<file path="src/rtl/pipe_hazard_ctrl.sv">
// Hazard/sequencing controller for the 4-stage IF/ID/EXE/WB datapath: drives
// register enables, bubbles and EXE_WB->EXE forwarding selects.
module pipe_hazard_ctrl #(
  parameter int MC_LAT = 4
) (
  input  logic        clk,
  input  logic        rst,
  input  logic        id_valid,
  input  logic [4:0]  id_rs1,
  input  logic [4:0]  id_rs2,
  input  logic        id_use_rs2,
  input  logic [4:0]  id_rd,
  input  logic        id_wen,
  input  logic        id_mc,
  input  logic        halt_req,
  output logic        pc_en,
  output logic        if_id_en,
  output logic        id_exe_en,
  output logic        id_exe_bubble,
  output logic        exe_wb_bubble,
  output logic [1:0]  fwd_a,
  output logic [1:0]  fwd_b,
  output logic        halted,
  output logic [15:0] stall_cnt
);

  typedef enum logic [1:0] {RUN, MC_BUSY, DRAIN, HALTED} state_t;

  localparam logic [3:0] MC_INIT = 4'(MC_LAT - 1);

  // Handshake: controls are level signals sampled by the datapath on the
  // rising edge; an instruction moves ID->EXE only when id_exe_en=1 and
  // id_exe_bubble=0 in the same cycle.
  state_t      state;
  logic        live;
  logic [4:0]  exe_rd;
  logic        exe_wen;
  logic [3:0]  mc_cnt;
  logic [1:0]  drain_cnt;
  logic        issue;
  logic        fa_hit;
  logic        fb_hit;

  // exe_wen is never set for rd=0, so register 0 cannot forward.
  assign fa_hit = exe_wen && (id_rs1 == exe_rd);
  assign fb_hit = exe_wen && id_use_rs2 && (id_rs2 == exe_rd);

  // Until the first edge after reset release, controls keep their reset values.
  always_comb begin
    pc_en         = 1'b0;
    if_id_en      = 1'b0;
    id_exe_en     = 1'b1;
    id_exe_bubble = 1'b1;
    exe_wb_bubble = 1'b1;
    issue         = 1'b0;
    if (live) begin
      case (state)
        RUN: begin
          if (halt_req) begin
            exe_wb_bubble = 1'b0;
          end else begin
            pc_en         = 1'b1;
            if_id_en      = 1'b1;
            id_exe_bubble = !id_valid;
            exe_wb_bubble = 1'b0;
            issue         = id_valid;
          end
        end
        MC_BUSY: begin
          id_exe_en     = 1'b0;
          id_exe_bubble = 1'b0;
        end
        DRAIN, HALTED: begin
          exe_wb_bubble = 1'b0;
        end
        default: ;
      endcase
    end
  end

  always_ff @(posedge clk or posedge rst) begin
    if (rst) begin
      state     <= RUN;
      live      <= 1'b0;
      exe_rd    <= 5'd0;
      exe_wen   <= 1'b0;
      mc_cnt    <= 4'd0;
      drain_cnt <= 2'd0;
      fwd_a     <= 2'b00;
      fwd_b     <= 2'b00;
      halted    <= 1'b0;
      stall_cnt <= 16'd0;
    end else if (!live) begin
      live <= 1'b1;
    end else begin
      case (state)
        RUN: begin
          if (halt_req) begin
            state     <= DRAIN;
            drain_cnt <= 2'd0;
            exe_wen   <= 1'b0;
            fwd_a     <= 2'b00;
            fwd_b     <= 2'b00;
          end else if (issue) begin
            exe_rd  <= id_rd;
            exe_wen <= id_wen && (id_rd != 5'd0);
            fwd_a   <= {1'b0, fa_hit};
            fwd_b   <= {1'b0, fb_hit};
            if (id_mc) begin
              state  <= MC_BUSY;
              mc_cnt <= MC_INIT;
            end
          end else begin
            exe_wen <= 1'b0;
            fwd_a   <= 2'b00;
            fwd_b   <= 2'b00;
          end
        end
        MC_BUSY: begin
          mc_cnt <= mc_cnt - 4'd1;
          if (stall_cnt != 16'hFFFF) stall_cnt <= stall_cnt + 16'd1;
          if (mc_cnt == 4'd1) state <= RUN;
        end
        DRAIN: begin
          exe_wen <= 1'b0;
          fwd_a   <= 2'b00;
          fwd_b   <= 2'b00;
          if (drain_cnt == 2'd1) begin
            state  <= HALTED;
            halted <= 1'b1;
          end else begin
            drain_cnt <= drain_cnt + 2'd1;
          end
        end
        HALTED: ;
        default: state <= RUN;
      endcase
    end
  end

endmodule

</file>
<file path="config.mk">
export PLATFORM = sky130hd
export DESIGN_NAME = pipe_hazard_ctrl
export DESIGN_NICKNAME = d
export VERILOG_FILES = /design/src/rtl/pipe_hazard_ctrl.sv
export SDC_FILE = /design/constraint.sdc
export NUM_CORES = 1
export LEC_CHECK = 0
export ABC_AREA = 0
export CORE_MARGIN = 1
export CORE_UTILIZATION = 25
export CTS_BUF_LIST = sky130_fd_sc_hd__clkbuf_2 sky130_fd_sc_hd__clkbuf_4 sky130_fd_sc_hd__clkbuf_8
export DETAILED_ROUTE_END_ITERATION = 6
export PLACE_DENSITY = 0.47
export SLEW_MARGIN = 25
export SYNTH_ARGS = -nofsm -noshare
export SYNTH_HDL_FRONTEND = slang
export SYNTH_SLANG_ARGS = --single-unit
</file>
<file path="constraint.sdc">
create_clock -name clk -period 3.9 [get_ports clk]
set_input_delay 0.975 -clock clk [delete_from_list [all_inputs] [get_ports clk]]
set_output_delay 0.975 -clock clk [all_outputs]
set_load 0.01 [all_outputs]
</file>
==> out/qor.txt, run 1 <==
run status - complete, no violations
post-synthesis sequential area ratio - 43.6%
endpoint class of the critical path - output pin
Num CTS Buffers - 5
Worst Setup Slack, final - 0.452 ns
Comb pwr share - 6.2%
Hold Vio Cnt, Final - 0
wire per inst - 12.8 µm
syn_area_per_cell - 10.7 µm²
RSZ-0062 raised after global routing - false
Inserted Diodes - 0
maximum VDD drop - 112 µV
pre-CTS setup slack - 0.433 ns
most frequent cells in the layout - clkdlybuf4s50_1, dfrtp_1, xor2_1, inv_1, nand2_1
vias in the first global route - 1551
Finished Core Util - 34.4%
CTS resizes - 0
Synth-to-Final Area Change - 30.6%
setup violators final - 0
Worst Setup Path Type - in -> out
die area - 8150 µm²
CTS tree - yes
post-synth top area cell - dfrtp_1
H-tree lvl count - 2
largest net degree at the start of global routing - 35
Initial Util - 26.3%
DRT antenna net count - 0
Pint - 496 µW
CP Max Fanout - 6
Fillers - 752
later-pin clock latency in the skew report - 0.29 ns
clock share of power - 38.9%
Post-Synthesis Cells - 183
clock buffer depth - 2
port bufs - 45
Via Count - 1524
synthesized flop and latch total - 34
first-pass GRT wire length - 7350 µm
total global routing overflow - 0
YS warnings - 0
Synth top area share - 43.6%
Synth Flop Type - dfrtp_1
Nets - 259
number of flops mapped to enable cells by yosys - 0
die height - 90.3 µm
Final TNS setup - 0 ns
DPL Wire Length - 3140 µm
Pwr Density - 254 nW/µm²
switch share - 23.2%
GRT Total Usage - 11.4%
Max-Cap Viols - 0
Yosys cell types - 47
Slew headroom - 64.3%
DRT Pass-1 Iters - 4
Reg clk slew, reported paths - 0.07 ns
Mapped Area - 1950 µm²
Post-CTS Setup Bufs - 0
commonest non-fill, non-tap cell in the layout - clkdlybuf4s50_1
register share of total power - 54.9%
initial antenna violation count - 0
Leakage - 1.16 nW
WL final - 4190 µm
Layout Skew - 0.00490 ns
Die Wd - 90.3 µm
CP startpoint kind - input port
core box area - 7410 µm²
share of cells above drive strength 1 - 11.4%
FP Rows - 31
Worst-Margin Slew - 0.531 ns
max frequency - 290 MHz
Tcrit/Tclk final - 88.4%
Multi-input gate area - 981 µm²
P_sw - 150 µW
register area - 851 µm²
gp weighted congestion - 0.694
Async SR Flop Fraction - 100%
DRC - 0
Hold Buf Count CTS - 0
Design Power - 646 µW
WP data required - 2.92 ns
min Tclk post-route - 3.45 ns
WP data arrival - 2.47 ns
ranking of synthesized cells by area - dfrtp_1, xor2_1, mux2_2, ha_1, nor4_1
Worst Hold Class - reg -> reg
initial drt markers - 38
Slew Viols, Final - 0
Root Driver - clkbuf_8
Sink Count - 34
I/O pin cnt - 48
Vias/cell - 4.65
worst paths after layout:
| check | start | depth (start not counted) | slack (ns) | endpoint |
|---|---|---|---|---|
| max | halt_req | 5 | 0.45 | id_exe_bubble |
| min | exe_wen | 2 | 0.48 | exe_wen |
| min in group asynchronous | rst | 3 | 1.06 | exe_rd[2] |
| max reg2reg | state[1] | 6 | 1.77 | stall_cnt[13] |
| max in group asynchronous | rst | 3 | 2.51 | stall_cnt[4] |
| min reg2reg | exe_wen | 2 | 0.48 | exe_wen |
power groups by stage:
stage | sequential, mW | clock (mW) | combinational, mW
global route | 0.355 | 0.279 | 0.0448
CTS | 0.355 | 0.262 | 0.0417
finish | 0.355 | 0.251 | 0.0400
global placement | 0.362 | 0 | 0.0415
floorplan | 0.360 | 0 | 0.0160
detailed placement | 0.362 | 0 | 0.0415
per-layer routing:
layer  vias to the layer above  track usage, %  wire (µm)  part of all wire, %
met5                         -               0          0                    0
met4                         0            6.05         97                  2.3
met3                         7            2.36        159                  3.8
met2                        35            18.3       1930                   46
met1                       739            14.5       2010                   48
li1                        743               -          -                    -
critical path, cell delays in order:
cell	delay, ns
clkdlybuf4s50_1	0.55
and3b_1	0.22
nand2_1	0.09
o21a_1	0.11
clkdlybuf4s50_1	0.52
synthesized netlist by cell type, types with 3 or more instances:
cell type and instances:
a21oi_1 4, a311oi_1 3, a31oi_1 3, buf_4 4
dfrtp_1 34, ha_1 8, inv_1 12, mux2_2 9
nand2_1 11, nand3_1 7, nand4_1 3, nor2_1 5
nor3_1 5, nor4_1 8, o21ai_0 5, xnor2_1 4
xor2_1 20
cells by family (layout without fill, tap and decap cells):
logic type / count (synthesis) / in the layout / synth area share (%)
xor gates and xnor gates: 24 / 24 / 10.8
other: 2 / 3 / 0.385
muxes: 9 / 9 / 5.20
DFF: 34 / 34 / 43.6
AOI/OAI and AO/OA: 31 / 31 / 11.7
and+or+nand+nor: 54 / 54 / 16.9
buffers and inverters: 21 / 66 / 6.23
adders and majority gates: 8 / 8 / 5.13
final cells by class:
class                   instances  area share, %
multi-input cells             129           38.5
flip-flops and latches         34           33.4
repair buffers                 47           18.3
well taps                      99           4.87
clock buffers                   5           2.70
inverters                      12           1.77
clock inverters                 2          0.393
registers in the layout, summed over array words and instances, names as in the netlist, 2 cells and up:
register,flops
exe_rd,5
state,2
drain_cnt,2
mc_cnt,4
stall_cnt,16
per-stage QoR:
step           hold slack [ns]  instance area [µm²]  cells
2_1_floorplan            0.440                 1950    184
3_3_place_gp             0.476                 2470    321
3_5_place_dp             0.471                 2470    321
4_1_cts                  0.488                 2540    328
5_1_grt                  0.520                 2540    328
6_report                 0.480                 2540    328
Note: power is estimated with default switching activity, not from simulation.
==> inputs of run 2 (changes only) <==
CORE_MARGIN = 1.5   (was 1)
CORE_UTILIZATION = 30   (was 25)
PLACE_DENSITY = 0.54   (was 0.47)
==> run 2 against run 1 <==
Compared with the run above:
- global-route usage rose by 1.2 points
- clock-buffer cell count is 2 higher
- non-clock buffer count is the same
- worst setup slack got worse by 0.0025 ns
- via count is 2.1% lower
- worst hold slack worse by 0.0034 ns
- first-iteration DRC count grew 89%
- die area is 14% lower
- flip-flop and latch count is the same
- sequential power hardly changed
- clock skew about the same
- largest cell class unchanged
==> out/qor.txt, run 2 (same netlist as run 1, synthesis figures left out) <==
initial antenna violation count - 0 (unchanged)
Root Driver - clkbuf_8
first-pass GRT wire length - 7050 µm (-4.0%)
I/O pin cnt - 48 (unchanged)
Nets - 259 (unchanged)
largest registers - stall_cnt (16), exe_rd (5), mc_cnt (4)
gp weighted congestion - 0.758 (+9.2%)
Vias/cell - 4.88 (+4.9%)
RSZ-0062 raised after global routing - false
Leakage - 1.17 nW (+0.12%)
Via Count - 1492 (-2.1%)
WP data required - 2.92 ns (about the same)
Top reg by flops - stall_cnt
WP data arrival - 2.48 ns (about the same)
Num CTS Buffers - 5 (unchanged)
Comb pwr share - 6.1% (about the same)
endpoint class of the critical path - output pin
DRT antenna net count - 0 (unchanged)
Largest register FFs - 16 (unchanged)
WL final - 4020 µm (-4.0%)
CP Cell Sequence - clkdlybuf4s50_1, and3b_1, nand2_1, o21a_1, clkdlybuf4s50_1
R2R Setup Slk - 1.78 ns (about the same)
Tcrit/Tclk final - 88.5% (about the same)
setup violators final - 0 (unchanged)
CP startpoint kind - input port
CTS resizes - 0 (unchanged)
Die Wd - 83.6 µm (-7.4%)
switch share - 21.0% (-2.3 points)
Final TNS setup - 0 ns (unchanged)
FP Rows - 29 (-6.5%)
H-tree lvl count - 2 (unchanged)
Slew Viols, Final - 0 (unchanged)
min Tclk post-route - 3.45 ns (+0.00249 ns)
max frequency - 290 MHz (about the same)
commonest non-fill, non-tap cell in the layout - clkdlybuf4s50_1
die height - 83.6 µm (-7.4%)
clock buffer depth - 2 (unchanged)
CP most frequent cell - clkdlybuf4s50_1
CP Buf/Inv Count - 2 (unchanged)
Synth-to-Final Area Change - 29.4%
vias in the first global route - 1478 (-4.7%)
Worst-Margin Slew - 0.538 ns (+0.00695 ns)
initial drt markers - 72 (+89%)
Slew headroom - 64.0% (-0.27 points)
Fin Hold WS - 0.476 ns (-0.00340 ns)
DPL Wire Length - 3000 µm (-4.5%)
Post-CTS Setup Bufs - 0 (unchanged)
Inserted Diodes - 0 (unchanged)
core box area - 6310 µm² (-15%)
register share of total power - 54.7% (-0.2 points)
Sink Count - 34 (unchanged)
delay-heaviest family, CP - buffers and inverters
run status - complete, no violations
Worst Setup Path Type - in -> out
DRC - 0 (unchanged)
P_sw - 136 µW (-9.3%)
port bufs - 45 (unchanged)
CP max stage cell - clkdlybuf4s50_1
die area - 6990 µm² (-14%)
most frequent cells in the layout - clkdlybuf4s50_1, dfrtp_1, xor2_1, inv_1, nand2_1
Initial Util - 30.9% (+4.6 points)
maximum VDD drop - 140 µV (+25%)
share of cells above drive strength 1 - 11.4% (unchanged)
Hold Vio Cnt, Final - 0 (unchanged)
total global routing overflow - 0 (unchanged)
Layout Skew - 0.00449 ns (-0.000404 ns)
clock share of power - 39.2% (+0.3 points)
Reg clk slew, reported paths - 0.06 ns (about the same)
Pwr Density - 258 nW/µm² (+1.4%)
CP Max Fanout - 6 (unchanged)
CTS tree - yes
DRT Pass-1 Iters - 4 (unchanged)
later-pin clock latency in the skew report - 0.28 ns (about the same)
largest net degree at the start of global routing - 35 (unchanged)
wire per inst - 13.1 µm (+2.9%)
max incr delay on CP - 0.55 ns (about the same)
Max-Cap Viols - 0 (unchanged)
Worst Hold Class - reg -> reg
Hold Buf Count CTS - 0 (unchanged)
Pint - 513 µW (+3.4%)
GRT Total Usage - 12.7% (+1.2 points)
## run 2: path summary, 6_finish.rpt
check	startpoint	end	depth (start not counted)
worst max-delay path	halt_req	id_exe_bubble	5
worst min-delay path	exe_wen	exe_wen	2
worst max register to register	state[1]	stall_cnt[13]	6
worst min register to register	exe_wen	exe_wen	2
max in group asynchronous	rst	live	3
min in group asynchronous	rst	stall_cnt[13]	3
## run 2: per-layer routing
layer	share of wire, %	up-vias	GRT usage (%)
met2	47	30	20.4
met3	4.5	4	3.96
met1	47	719	16.1
met5	0	-	0
li1	-	739	-
met4	1.4	0	4.47
## run 2: power groups by stage
| stage | combinational [mW] | clock (mW) | sequential [mW] |
|---|---|---|---|
| floorplan | 0.0160 | 0 | 0.360 |
| detailed placement | 0.0407 | 0 | 0.362 |
| global placement | 0.0410 | 0 | 0.362 |
| finish | 0.0395 | 0.255 | 0.355 |
| CTS | 0.0408 | 0.268 | 0.355 |
| global route | 0.0438 | 0.286 | 0.355 |
## run 2: metrics by stage
step	util, %	std cells	total power, mW	setup WS [ns]	area (µm²)
floorplan	-	184	0.376	1.31	1950
global placement	38.6	299	0.403	0.466	2440
detailed placement	38.6	299	0.402	0.449	2440
CTS	40.0	306	0.664	0.436	2520
global route	40.0	306	0.685	0.369	2520
finish	40.0	306	0.650	0.450	2520
## run 2: final cells by class
cell class              count  area, µm²
repair buffers             47        465
flip-flops and latches     34        851
inverters                  12       45.0
fillers                   660       3790
multi-input cells         129        981
clock buffers               7       83.8
well taps                  77       96.3
## run 2: worst reg2reg max path, cell delays in order (launching register included)
cell     delay (ns)
dfrtp_1        0.41
inv_1          0.09
ha_1           0.36
nand4_4        0.18
or4_4          0.48
nor4_1         0.36
xor2_1         0.17
==> inputs of run 3 (changes only) <==
CORE_UTILIZATION = 55   (was 30)
PLACE_DENSITY = 0.89   (was 0.54)
==> run 3 against run 2 <==
Compared with the run above:
- clock-buffer cell count did not move
- clock skew up 0.0018 ns
- flip-flop and latch count unchanged
- utilization increased by 33 points
- global-route usage rose by 9.1 points
- routed wire length decreased by 8.2%
- non-clock buffer count unchanged
- critical path depth unchanged
- total power decreased by 6.3%
- maximum frequency is 1.3% lower
- critical path type unchanged
- critical endpoint unchanged
- largest power group unchanged
==> out/qor.txt, run 3 (same netlist as run 1, synthesis figures left out) <==
DPL Wire Length - 2810 µm (-6.2%)
CP Max Fanout - 6 (unchanged)
worst r2r src - state[1]
Post-CTS Setup Bufs - 0 (unchanged)
Synth-to-Final Area Change - 26.4%
Largest register FFs - 16 (unchanged)
Hold Vio Cnt, Final - 0 (unchanged)
Via Count - 1519 (+1.8%)
initial antenna violation count - 0 (unchanged)
register area - 851 µm² (unchanged)
Fin Hold WS - 0.476 ns (-0.000437 ns)
largest net degree at the start of global routing - 35 (unchanged)
Worst Hold Class - reg -> reg
Initial Util - 58.0% (+27 points)
max frequency - 286 MHz (-1.3%)
hold endpoint - halted
total global routing overflow - 0 (unchanged)
CTS tree - yes
met1 wire length - 1690 µm (-10%)
Pwr Density - 247 nW/µm² (-4.1%)
met2 WL - 1760 µm (-7.9%)
Slew Viols, Final - 0 (unchanged)
Final TNS setup - 0 ns (unchanged)
DRT Pass-1 Iters - 4 (unchanged)
port bufs - 45 (unchanged)
Top Layer Used - met4
largest registers - stall_cnt (16), exe_rd (5), mc_cnt (4)
Worst-Margin Slew - 0.541 ns (+0.00276 ns)
critical path startpoint - halt_req
Multi-input gate area - 981 µm² (unchanged)
Sink Count - 34 (unchanged)
WP data arrival - 2.52 ns (+0.04 ns)
DRC - 0 (unchanged)
gp weighted congestion - 0.776 (+2.4%)
vias in the first global route - 1521 (+2.9%)
Vias/cell - 5.50 (+13%)
Leakage - 1.16 nW (-0.55%)
die area - 3910 µm² (-44%)
WL final - 3690 µm (-8.2%)
Die Wd - 62.5 µm (-25%)
hold path cells - 1 (-1)
Root Driver - clkbuf_4
most frequent cells in the layout - clkdlybuf4s50_1, dfrtp_1, xor2_1, inv_1, nand2_1
Hold Buf Count CTS - 0 (unchanged)
Reg clk slew, reported paths - 0.10 ns (+0.04 ns)
GRT Total Usage - 21.7% (+9.1 points)
core box area - 3360 µm² (-47%)
Top reg by flops - stall_cnt
R2R Setup Slk - 1.81 ns (+0.03 ns)
CP startpoint kind - input port
Max-Cap Viols - 0 (unchanged)
Worst Setup Path Type - in -> out
Slew headroom - 63.9% (-0.18 points)
Critical R2R Capture - stall_cnt[13]
clock buffer depth - 2 (unchanged)
endpoint class of the critical path - output pin
FP Rows - 21 (-28%)
Hold Startpoint - halted
Design Power - 608 µW (-6.3%)
initial drt markers - 62 (-14%)
Finished Core Util - 73.3% (+33 points)
DRT antenna net count - 0 (unchanged)
WL met3 - 178 µm (-2.2%)
H-tree lvl count - 2 (unchanged)
run status - complete, no violations
later-pin clock latency in the skew report - 0.35 ns (+0.07 ns)
share of cells above drive strength 1 - 11.7% (+0.39 points)
setup violators final - 0 (unchanged)
WP data required - 2.92 ns (about the same)
commonest non-fill, non-tap cell in the layout - clkdlybuf4s50_1
RSZ-0062 raised after global routing - false
Nets - 259 (unchanged)
Fillers - 263 (-60%)
Num CTS Buffers - 5 (unchanged)
CTS resizes - 0 (unchanged)
Layout Skew - 0.00625 ns (+0.00176 ns)
first-pass GRT wire length - 6630 µm (-6.0%)
Inserted Diodes - 0 (unchanged)
Tcrit/Tclk final - 89.6% (+1.2 points)
die height - 62.5 µm (-25%)
wire per inst - 13.4 µm (+1.8%)
I/O pin cnt - 48 (unchanged)
maximum VDD drop - 170 µV (+21%)
min Tclk post-route - 3.50 ns (+0.0460 ns)
r2r worst-path depth - 6 (unchanged)
==> run 3: changes by cell type in the layout (fill, tap and decap cells not counted), sizes merged <==
cell and change:
clkinv +1
==> run 3: layer usage <==
metal / global-route usage [%] / up-vias
li1: - / 752
met1: 27.3 / 718
met2: 34.8 / 42
met3: 5.95 / 7
met4: 10.6 / 0
met5: 0 / -
==> run 3: worst max-delay path by stage <==
stage | endpoint | slack (ns)
global placement | id_exe_bubble | 0.42
finish | id_exe_bubble | 0.40
floorplan | id_exe_bubble | 1.31
global route | id_exe_bubble | 0.34
detailed placement | id_exe_bubble | 0.42
CTS | id_exe_bubble | 0.41
==> run 3: area by class of cell <==
| type | instances | share of cell area, % |
|---|---|---|
| clock buffer | 7 | 2.39 |
| clock inverter | 1 | 0.203 |
| inverter | 12 | 1.83 |
| multi-input combinational | 129 | 39.8 |
| sequential | 34 | 34.5 |
| tap | 46 | 2.34 |
| timing repair buffer | 47 | 18.9 |
==> run 3: per-stage QoR <==
step	cell area [µm²]	cells	setup WS, ns
2_1_floorplan	1950	184	1.31
3_3_place_gp	2400	268	0.417
3_5_place_dp	2400	268	0.417
4_1_cts	2460	276	0.407
5_1_grt	2460	276	0.336
6_report	2460	276	0.404
==> run 3: power breakdown <==
| part | switching (mW) | leakage, nW | internal (mW) | total, mW |
|---|---|---|---|---|
| combinational | 0.0160 | 0.679 | 0.0236 | 0.0397 |
| clock | 0.120 | 0.0387 | 0.0942 | 0.214 |
| sequential | 0.00166 | 0.442 | 0.353 | 0.354 |
| total | 0.138 | 1.16 | 0.471 | 0.608 |
==> run 3: worst max-delay path, stage by stage <==
cell             delay, ns
clkdlybuf4s50_1       0.54
and3b_1               0.23
nand2_1               0.10
o21a_1                0.13
clkdlybuf4s50_1       0.53
